### src/rtl/mac_operand_feeder.sv
// rtl/mac_operand_feeder.sv - operand-pair buffer and run sequencer feeding one MAC accumulator
// Optional MAC_FEEDER_STALL_EN adds a stall input that pauses pair issue during STREAM.
module mac_operand_feeder #(
    parameter int DATA_WIDTH = 8,
    parameter int DEPTH      = 8,
    parameter int PIPE_LAT   = 2
) (
    input  logic                    clk,
    input  logic                    rst_n,
    input  logic                    load_valid,
    output logic                    load_ready,
    input  logic [DATA_WIDTH-1:0]   load_a,
    input  logic [DATA_WIDTH-1:0]   load_b,
    input  logic                    start,
`ifdef MAC_FEEDER_STALL_EN
    input  logic                    stall,
`endif
    output logic                    busy,
    output logic                    mac_clr,
    output logic                    mac_en,
    output logic [DATA_WIDTH-1:0]   mac_a,
    output logic [DATA_WIDTH-1:0]   mac_b,
    input  logic [3*DATA_WIDTH-1:0] mac_cout,
    output logic [3*DATA_WIDTH-1:0] result,
    output logic                    result_valid
);
    localparam int CW  = $clog2(DEPTH + 1);
    localparam int IW  = $clog2(DEPTH);
    localparam int DCW = (PIPE_LAT > 1) ? $clog2(PIPE_LAT) : 1;

    typedef enum logic [2:0] {
        S_IDLE,
        S_CLR,
        S_STREAM,
        S_DRAIN,
        S_CAPTURE
    } state_t;

    state_t                 state;
    state_t                 state_nxt;
    logic [DATA_WIDTH-1:0]  buf_a [DEPTH];
    logic [DATA_WIDTH-1:0]  buf_b [DEPTH];
    logic [CW-1:0]          count;
    logic [IW-1:0]          idx;
    logic [DCW-1:0]         dcnt;
    logic                   stall_i;
    logic                   load_acc;
    logic                   issue;
    logic                   last_pair;
    logic                   drain_done;

`ifdef MAC_FEEDER_STALL_EN
    assign stall_i = stall;
`else
    assign stall_i = 1'b0;
`endif

    assign load_ready = (state == S_IDLE) && (count < CW'(DEPTH));
    assign load_acc   = load_valid && load_ready;
    assign issue      = (state == S_STREAM) && !stall_i;
    assign last_pair  = (CW'(idx) == (count - CW'(1)));
    assign drain_done = (dcnt == DCW'(PIPE_LAT - 1));

    always_ff @(posedge clk or negedge rst_n) begin
        if (!rst_n) begin
            state <= S_IDLE;
        end else begin
            state <= state_nxt;
        end
    end

    // A pair accepted on the start edge counts toward a non-empty run.
    always_comb begin
        state_nxt = state;
        case (state)
            S_IDLE:    if (start && ((count != '0) || load_acc)) state_nxt = S_CLR;
            S_CLR:     state_nxt = S_STREAM;
            S_STREAM:  if (issue && last_pair) state_nxt = S_DRAIN;
            S_DRAIN:   if (drain_done) state_nxt = S_CAPTURE;
            S_CAPTURE: state_nxt = S_IDLE;
            default:   state_nxt = S_IDLE;
        endcase
    end

    always_ff @(posedge clk) begin
        if (load_acc) begin
            buf_a[count[IW-1:0]] <= load_a;
            buf_b[count[IW-1:0]] <= load_b;
        end
    end

    always_ff @(posedge clk or negedge rst_n) begin
        if (!rst_n) begin
            count  <= '0;
            idx    <= '0;
            dcnt   <= '0;
            result <= '0;
        end else begin
            if (load_acc) count <= count + CW'(1);
            case (state)
                S_CLR: begin
                    idx  <= '0;
                    dcnt <= '0;
                end
                S_STREAM: if (issue) idx <= idx + IW'(1);
                S_DRAIN: begin
                    if (drain_done) begin
                        result <= mac_cout;
                        dcnt   <= '0;
                    end else begin
                        dcnt <= dcnt + DCW'(1);
                    end
                end
                S_CAPTURE: count <= '0;
                default: ;
            endcase
        end
    end

    // Operands stay on the bus through a stall so the MAC sees a stable pair.
    assign busy         = (state != S_IDLE);
    assign mac_clr      = (state == S_CLR);
    assign mac_en       = issue;
    assign mac_a        = (state == S_STREAM) ? buf_a[idx] : '0;
    assign mac_b        = (state == S_STREAM) ? buf_b[idx] : '0;
    assign result_valid = (state == S_CAPTURE);

endmodule
### config.mk
export PLATFORM = sky130hd
export DESIGN_NAME = mac_operand_feeder
export DESIGN_NICKNAME = d
export VERILOG_FILES = /design/src/rtl/mac_operand_feeder.sv
export SDC_FILE = /design/constraint.sdc
export NUM_CORES = 1
export LEC_CHECK = 0
export BUFFER_PORTS_ARGS = -buffer_cell sky130_fd_sc_hd__buf_2
export CORE_MARGIN = 2
export CORE_UTILIZATION = 40
export DETAILED_ROUTE_END_ITERATION = 7
export PLACE_DENSITY = 0.62
export SLEW_MARGIN = 0
export SYNTH_ARGS = -nofsm -noshare
export SYNTH_HDL_FRONTEND = slang
export SYNTH_SLANG_ARGS = --single-unit
### constraint.sdc
create_clock -name clk -period 6.43 [get_ports clk]
set_input_delay 0.643 -clock clk [delete_from_list [all_inputs] [get_ports clk]]
set_output_delay 0.643 -clock clk [all_outputs]
set_load 0.02 [all_outputs]
Word level (Yosys, flattened, before mapping) --
Memory sizes are Yosys's and may differ from the RTL's. Cells that the tools add are included.
Operators by class: mux-type cells 13, add/subtract/negate cells 4, order comparisons 1, reduce and logical (&&, ||, !) cells 13, equal/unequal tests 8
Operator list (count):
- $mux 8 | 2
- $pmux 3 s4 | 1
- $mux 3 | 3
- $mux 4 | 2
- $eq 3x2->1 const B | 2
- $pmux 3 s2 | 1
- $reduce_bool 2->1 | 3
- $add 4x1->4 const B | 1
- $eq 3x4->1 | 1
- $logic_and 1x1->1 | 4
- $lt 4x4->1 const B | 1
- $ne 2x1->1 const B | 2
- $reduce_bool 4->1 | 1
- $sub 4x1->4 const B | 1
- $add 3x1->3 const B | 1
- $eq 3x1->1 const B | 1
- $eq 3x3->1 const B | 1
- $logic_not 3->1 | 1
- $mux 1 | 3
- $reduce_and 3->1 | 1
- $reduce_bool 3->1 | 1
- $ne 2x2->1 const B | 1
- $pmux 1 s2 | 1
- $reduce_and 2->1 | 1
- 2 further kinds | 2
Storage, ports and cells: bits of input ports 44, RAM bits 128, output and inout port bits 45, memories 2, logic and storage cells 46, bits in registers 35
Memories:
- buf_a | words 8, width 8, rd ports 1, clocked after Yosys merged registers in 0, wr ports 1, RTL line 41 | logic [DATA_WIDTH-1:0] buf_a [DEPTH];
- buf_b | words 8, width 8, rd ports 1, clocked after Yosys merged registers in 0, wr ports 1, RTL line 42 | logic [DATA_WIDTH-1:0] buf_b [DEPTH];

Longest topological paths before layout --
Gate-level depths: netlist of run 1.
depth in word-level cells 7, depth in mapped cells 6, mapped depth without buffers 5

Worst setup path before layout of run 1 --
OpenSTA, ideal clock, no wires.
path type register -> register, start point register state[0], end point memory buf_a[1][0], enable pin, cell stages (with the launch flop) 6, period minus slack after synthesis 2.831 ns, required time 6.021 ns, buffers on the path 1, setup slack 3.599 ns, library setup time 0.409 ns, data arrival time 2.422 ns, cell sequence dfrtp_1 buf_6 or4_4 clkinv_4 nand3_2 nor3_1
Between the ends: longest elaborated chain between the ends 5
Ends and longest elaborated chain:
- start, declared | RTL line 39 | state_t state;
- start signal, assigned | RTL line 68 | state <= state_nxt;
- $logic_not 3->1 | RTL line 58 | assign load_ready = (state == S_IDLE) && (count < CW'(DEPTH));
- $logic_and 1x1->1 | RTL line 58
- named net load_ready | RTL line 11 | output logic load_ready,
- $logic_and 1x1->1 | RTL line 59 | assign load_acc = load_valid && load_ready;
- $mux 1 | RTL line 86 | if (load_acc) begin
- $mux 1 (not written as such) | RTL line 87 | buf_a[count[IW-1:0]] <= load_a;
- end, declared | RTL line 41
The timed path passes the listed nets, and every way through them passes these cells.

Final worst setup path of run 1 --
start point register idx[0], end point output port mac_b[6]
Between the ends: longest elaborated chain between the ends 2
Ends and longest elaborated chain:
- start, declared | RTL line 44 | logic [IW-1:0] idx;
- start signal, assigned | RTL line 105 | S_STREAM: if (issue) idx <= idx + IW'(1);
- $mem_v2 8x8
- $mux 8 | RTL line 125 | assign mac_b = (state == S_STREAM) ? buf_b[idx] : '0;
- end, declared | RTL line 22 | output logic [DATA_WIDTH-1:0] mac_b,
No other way between the ends.

==> run_results.csv, run 1 <==
group,metric,value,unit
drt,wirelength,13.21,mm
sta,setup_violations,0,
sta,worst_hold_slack,0.2915,ns
yosys,post_synth_instance_area,6560,sq um
clock_network,cts_repair_resize_count,0,
sta,slew_violations,0,
yosys,synth_instances,386,
clock_network,clock_insertion_delay_at_the_later_pin_of_the_skew_report,0.43,ns
clock_network,cts.repair_timing.setup_buffer_count,0,
pwr,max_vdd_drop,0.2380,mV
drt,number_of_design_rule_violations_left_after_detail_routing,0,
floorplanning,die_width,132.1,um
clock_network,max-clock-path-buffers,2,
yosys,post_synth_main_area_contributors,"edfxtp_1 59%, dfrtp_1 13%, mux2_2 9.8%, mux2i_1 2.4%, a2111oi_0 1.9%",
floorplanning,die_height,132.1,um
run,cap_viol_max_count,0,
drt,detailroute.via_count,3620,
setup_path,r2r-start,"state[1]",
layout,area_growth_syn_to_layout,18.62,%
floorplanning,dieArea,17440,sq um
setup_path,sort_of_element_at_the_start_of_the_critical_path,"flop",
grt,grt_first_pass_wirelength,20.80,mm
grt,met1_resource_use_gr,20.45,%
sta,finalCritPeriodShare,61.08,%
hold_path,hold_path.class,"input port to async pin",
clock_network,cts_tree,"built",
yosys,yosysUniqueCellTypes,41,
sta,fmax,254.6,MHz
yosys,ys_ff_latch,163,
yosys,synth_adder_area_share,0.5722,%
yosys,synth_seq_area_share,71.94,%
sta,rsz0062_at_grt,"false",
setup_path,crit_path_max_incr_delay,1.06,ns
sta,min_period,3.927,ns
clock_network,cts.sink_count,163,
grt,maximum_number_of_pins_on_one_net_before_global_route_repair,50,
layout,layout-drive-gt1-share,39.80,%
yosys,synth_xor_area_share,0.8774,%
clock_network,postCtsHoldBufs,0,
setup_path,critical-path-slowest-cell,"dfrtp_2",
floorplanning,placement_rows,46,
sta,tightestPinTransition,1.044,ns
run_status,status,"complete, no violations",
grt,antenna_violations_before_repair,1,
layout,final_net_count,529,
grt,number_of_global_route_vias_before_repair,3793,
floorplanning,top_level_ports,89,
place,gp_congestion,0.7455,
yosys,main_combinational_cell_family_by_area_after_synthesis,"multiplexers",
floorplanning,fp.coreArea,15940,sq um
drt,initialDrtViolationCount,248,
clock_network,cts_max_level,4,
yosys,synthesis.yosys.warnings,0,
grt,top_usage_layer,"met2",
yosys,syn_nets,433,
layout,fillers,1360,
setup_path,startpoint,"idx[0]",
setup_path,critPathKind,"flop to output port",
place,place_hpwl,7.571,mm
pwr,static-leakage-power,2.778,nW
drt,wl_per_cell,18.55,um
sta,worst_slew_margin_rel,30.39,%
clock_network,number_of_buffers_inserted_during_clock_tree_synthesis,17,
drt,residual_antenna_violating_net_count_after_detailed_routing,0,
floorplanning,initial_core_util,41.15,%
drt,avgViaCountPerCell,5.084,
grt,grt_util_all_layers,15.97,%
setup_path,path_buf_inv,2,
yosys,yosys.area.top_type_share,58.59,%
sta,worst_skew,0.01003,ns
grt,met2_usage,24.45,%
grt,grt_overflow,0,
setup_path,critical-path-top-delay-family,"flip-flops",
grt,groute.layer.met3.usage,6.728,%
setup_path,cp_cell_sequence,"buf_4, mux2_2, o22ai_1, a2111oi_0, buf_2",
yosys,avgSynthCellArea,16.99,sq um
yosys,post-synth-top-area-cell,"edfxtp_1",
clock_network,clock_tree_root_buffer_cell,"clkbuf_16",
clock_network,worst_setup_hold_path_clk_slew,0.07,ns
setup_path,cp_data_required_time,5.79,ns
setup_path,worstPathMaxFanout,49,
sta,finalSetupTns,0,ns
place,io_buffers,88,
sta,report.final.hold_viol_count,0,
setup_path,end_kind,"output port",
yosys,synthSimpleGateAreaFrac,4.616,%
setup_path,worst-endpoint-arrival,3.28,ns
yosys,synthMuxAreaShare,12.23,%
drt,drt_pass1_iterations,6,
pwr,powerDensity,279.4,nW/um^2
yosys,synth_compound_area_share,6.828,%
-- layout by cell type (no fill, tap or decap), drive strengths merged, types with 2 or more instances in the layout --
| master | n |
|---|---|
| clkinvlp | 3 |
| inv | 15 |
| nor3 | 3 |
| clkinv | 6 |
| o21ai | 4 |
| a211oi | 16 |
| mux2i | 16 |
| edfxtp | 128 |
| nand2 | 5 |
| nor2b | 17 |
| nand4 | 2 |
| a21oi | 2 |
| buf | 98 |
| xnor2 | 2 |
| nand2b | 3 |
| nand3 | 4 |
| o22ai | 18 |
| xor2 | 2 |
| mux2 | 57 |
| clkbuf | 17 |
| a2111oi | 16 |
| dfrtp | 35 |
| nor3b | 3 |
| nor2 | 8 |
| ha | 3 |
-- cells by family (layout without fill, tap and decap cells) --
kind of cell    count (synthesis)  in the layout
buf+inv                        31            140
mux                            73             73
xor+xnor                        5              5
other cells                     0              1
compound gates                 61             61
fa+ha+maj                       3              3
flops                         163            163
simple gates                   50             50
-- sequential cells by signal (all words and copies together) (netlist names) --
register and flops:
state 3, dcnt 1, result 24, count 4
idx 3, buf_b 64, buf_a 64
-- Yosys cell counts --
| cell | instances |
|---|---|
| edfxtp_1 | 128 |
| mux2_2 | 57 |
| dfrtp_1 | 35 |
| o22ai_1 | 18 |
| nor2b_1 | 17 |
| a211oi_1 | 16 |
| mux2i_1 | 16 |
| a2111oi_0 | 14 |
| inv_1 | 9 |
| nor2_1 | 8 |
| buf_6 | 6 |
| buf_2 | 5 |
| buf_4 | 5 |
| nand2_1 | 5 |
| clkbuf_1 | 4 |
| o21ai_0 | 4 |
| ha_1 | 3 |
| nand2b_1 | 3 |
| nor3b_1 | 3 |
| a2111oi_1 | 2 |
| a21oi_1 | 2 |
| nand3_1 | 2 |
| nand3_2 | 2 |
| nand4_1 | 2 |
| nor3_1 | 2 |
| xnor2_1 | 2 |
| xor2_1 | 2 |
| a22o_1 | 1 |
| a2bb2oi_1 | 1 |
| a311oi_1 | 1 |
| a31oi_1 | 1 |
| a41o_1 | 1 |
| clkbuf_2 | 1 |
| clkinv_4 | 1 |
| nor3_2 | 1 |
| nor4bb_1 | 1 |
| or2_2 | 1 |
| or3_1 | 1 |
| or4_4 | 1 |
| or4b_2 | 1 |
| xnor3_1 | 1 |
-- report_power, final --
group / total, W / internal, W / switching [W]
Clock: 0.000974 / 0.000544 / 0.000431
Combinational: 0.0000517 / 0.0000200 / 0.0000317
Sequential: 0.00115 / 0.00114 / 0.00000371
-- path summary, 6_finish.rpt --
path,end,slack (ns),cells after the start
worst max-delay path,mac_b[6],2.50,5
worst min-delay path,result[15],0.29,1
worst max register to register,idx[0],4.28,4
worst min register to register,result[5],0.50,1
max in group asynchronous,idx[0],5.60,1
min in group clk,result[3],0.44,2
-- stage by stage --
stage	utilization, %	setup WS, ns	cells	cell area [sq um]	power (W)
2_1_floorplan	-	3.599	386	6560	0.001188
3_3_place_gp	45.19	2.981	679	7204	0.001221
3_5_place_dp	45.19	2.921	679	7204	0.001222
4_1_cts	48.79	2.461	711	7779	0.002195
5_1_grt	48.79	2.341	711	7779	0.002249
6_report	48.81	2.503	712	7781	0.002174
-- per-layer routing --
layer | routed length [um] | up-vias
li1 | - | 1707
met1 | 5956 | 1789
met2 | 6195 | 111
met3 | 854 | 13
met4 | 206 | 0
met5 | 0 | -
-- area by class of cell --
class	instances	area (sq um)	area share [%]
sequential	163	4721	60.67
antenna	1	2.502	0.03216
timing repair buffer	98	515.5	6.625
inverter	10	42.54	0.5467
clock buffer	17	425.4	5.467
clock inverter	15	148.9	1.913
multi-input combinational	192	1655	21.27
tap	216	270.3	3.473
Power figures use the tool's default switching activity.
==> run 2: changes to the inputs <==
--- a/config.mk
+++ b/config.mk
@@ -9,7 +9,7 @@
 export CORE_MARGIN = 2
 export CORE_UTILIZATION = 40
 export DETAILED_ROUTE_END_ITERATION = 7
-export PLACE_DENSITY = 0.62
+export PLACE_DENSITY = 0.64
 export SLEW_MARGIN = 0
 export SYNTH_ARGS = -nofsm -noshare
 export SYNTH_HDL_FRONTEND = slang
==> constraint.sdc (replaced) <==
create_clock -name clk -period 3.4 [get_ports clk]
set_input_delay 0.34 -clock clk [delete_from_list [all_inputs] [get_ports clk]]
set_output_delay 0.34 -clock clk [all_outputs]
set_load 0.02 [all_outputs]
==> run 2 against run 1 <==
Against the previous run: the flow now finishes with violations (negative hold slack); utilization rose by 0.13 points; via count is 0.88% higher; critical path depth stayed put; critical path type unchanged; largest cell class unchanged; largest power group unchanged.
==> run_results.csv, run 2 (same netlist as run 1, synthesis figures left out) <==
group,metric,value,unit
layout,final_core_util,48.94,%
sta,fmax,307.3,MHz
sta,setup_violations,0,
setup_path,cp_cell_sequence,"buf_12, mux2_2, o22ai_1, a2111oi_0, buf_2",
run,cap_viol_max_count,0,
place,place_hpwl,7.961,mm
setup_path,critPathKind,"flop to output port",
sta,report.final.hold_viol_count,5,
drt,wl_per_cell,18.23,um
place,io_buffers,88,
setup_path,crit_path_max_incr_delay,0.87,ns
clock_network,cts_tree,"built",
clock_network,worst_setup_hold_path_clk_slew,0.06,ns
drt,wirelength,13.05,mm
setup_path,setup_slack_of_the_worst_register_to_register_path,1.30,ns
layout,area_growth_syn_to_layout,18.94,%
sta,worst_slew_margin_rel,39.64,%
place,gp_congestion,0.7715,
grt,maximum_number_of_pins_on_one_net_before_global_route_repair,36,
sta,min_period,3.254,ns
clock_network,cts_max_level,4,
floorplanning,fp.coreArea,15940,sq um
grt,met2_usage,25.26,%
layout,most-common-layout-cells,"128 x edfxtp_1, 88 x buf_2, 57 x mux2_2",
pwr,max_vdd_drop,0.3652,mV
grt,antenna_violations_before_repair,0,
drt,avgViaCountPerCell,5.101,
run_status,violations,"negative hold slack",
sta,finalSetupTns,0,ns
floorplanning,dieArea,17440,sq um
setup_path,worstPathMaxFanout,35,
clock_network,postCtsHoldBufs,0,
floorplanning,die_width,132.1,um
setup_path,end_kind,"output port",
drt,detailroute.via_count,3652,
grt,top_usage_layer,"met2",
grt,groute.layer.met3.usage,6.536,%
setup_path,worst-endpoint-arrival,2.91,ns
floorplanning,initial_core_util,41.15,%
clock_network,clock_tree_root_buffer_cell,"clkbuf_16",
sta,rsz0062_at_grt,"false",
layout,final_net_count,537,
sta,worst_skew,0.004834,ns
grt,grt_util_all_layers,15.86,%
sta,finalCritPeriodShare,95.71,%
drt,initialDrtViolationCount,216,
pwr,powerDensity,510.1,nW/um^2
grt,met1_resource_use_gr,19.41,%
run_status,status,"complete, but fails checks",
grt,grt_first_pass_wirelength,20.64,mm
setup_path,critical-path-top-delay-family,"flip-flops",
grt,grt_overflow,0,
clock_network,cts.sink_count,163,
drt,number_of_design_rule_violations_left_after_detail_routing,0,
drt,residual_antenna_violating_net_count_after_detailed_routing,0,
clock_network,cts.repair_timing.setup_buffer_count,0,
clock_network,number_of_buffers_inserted_during_clock_tree_synthesis,17,
sta,slew_violations,0,
grt,number_of_global_route_vias_before_repair,3862,
setup_path,cp_data_required_time,3.06,ns
layout,antenna-diode-count,0,
sta,tightestPinTransition,0.8825,ns
clock_network,cts_repair_resize_count,0,
sta,worst_hold_slack,-0.0008591,ns
floorplanning,top_level_ports,89,
layout,fillers,1384,
layout,layout_commonest_cell,"edfxtp_1",
floorplanning,die_height,132.1,um
clock_network,max-clock-path-buffers,2,
floorplanning,placement_rows,46,
setup_path,path_buf_inv,2,
hold_path,hold_path.class,"input port to async pin",
setup_path,critical-path-slowest-cell,"dfrtp_2",
pwr,static-leakage-power,2.806,nW
layout,layout-drive-gt1-share,39.60,%
setup_path,sort_of_element_at_the_start_of_the_critical_path,"flop",
clock_network,clock_insertion_delay_at_the_later_pin_of_the_skew_report,0.43,ns
drt,drt_pass1_iterations,4,
## run 2: cell types whose count changed in the layout (fill, tap and decap cells not counted), moves of 2 or more
cell,change
buf_4,+6
clkinv_1,+3
inv_6,-3
inv_8,-3
clkinv_2,+2
clkinvlp_4,-2
## run 2: path summary, 6_finish.rpt
check                             from     endpoint  cells after the start
min reg2reg                       dcnt     state[1]                      1
max                             idx[0]     mac_b[6]                      5
min                              rst_n   result[22]                      1
max in group asynchronous        rst_n       idx[0]                      1
max reg2reg                   state[0]  buf_a[0][5]                      5
min in group clk           mac_cout[2]    result[2]                      2
## run 2: area by class of cell
class / instances / area [sq um] / share of cell area [%]
tap: 216 / 270.3 / 3.464
clock buffer: 17 / 425.4 / 5.452
multi-input combinational: 192 / 1653 / 21.18
clock inverter: 12 / 95.09 / 1.219
sequential: 163 / 4721 / 60.50
inverter: 10 / 42.54 / 0.5452
timing repair buffer: 106 / 595.6 / 7.633
## run 2: metrics by stage
stage	instances	power, W	worst slack (ns)	hold WS [ns]	cell area (sq um)
floorplan	386	0.002246	0.5686	0.04441	6560
global placement	686	0.002309	0.7255	0.4546	7267
detailed placement	686	0.002313	0.6544	0.4666	7267
CTS	715	0.004017	0.1886	0.01249	7787
global route	716	0.004108	0.004023	0.04602	7802
finish	716	0.003980	0.1457	-0.0008591	7802
## run 2: report_power, final
part | switching [W] | total, W | internal, W
Clock | 0.000727 | 0.00171 | 0.000981
Sequential | 0.00000772 | 0.00217 | 0.00217
Combinational | 0.0000606 | 0.0000984 | 0.0000378
Total | 0.000795 | 0.00398 | 0.00318
## run 2: metal layers
metal,routed length (um),up-vias
li1,-,1719
met1,5689,1796
met2,6232,113
met3,910,24
met4,221,0
met5,0,-
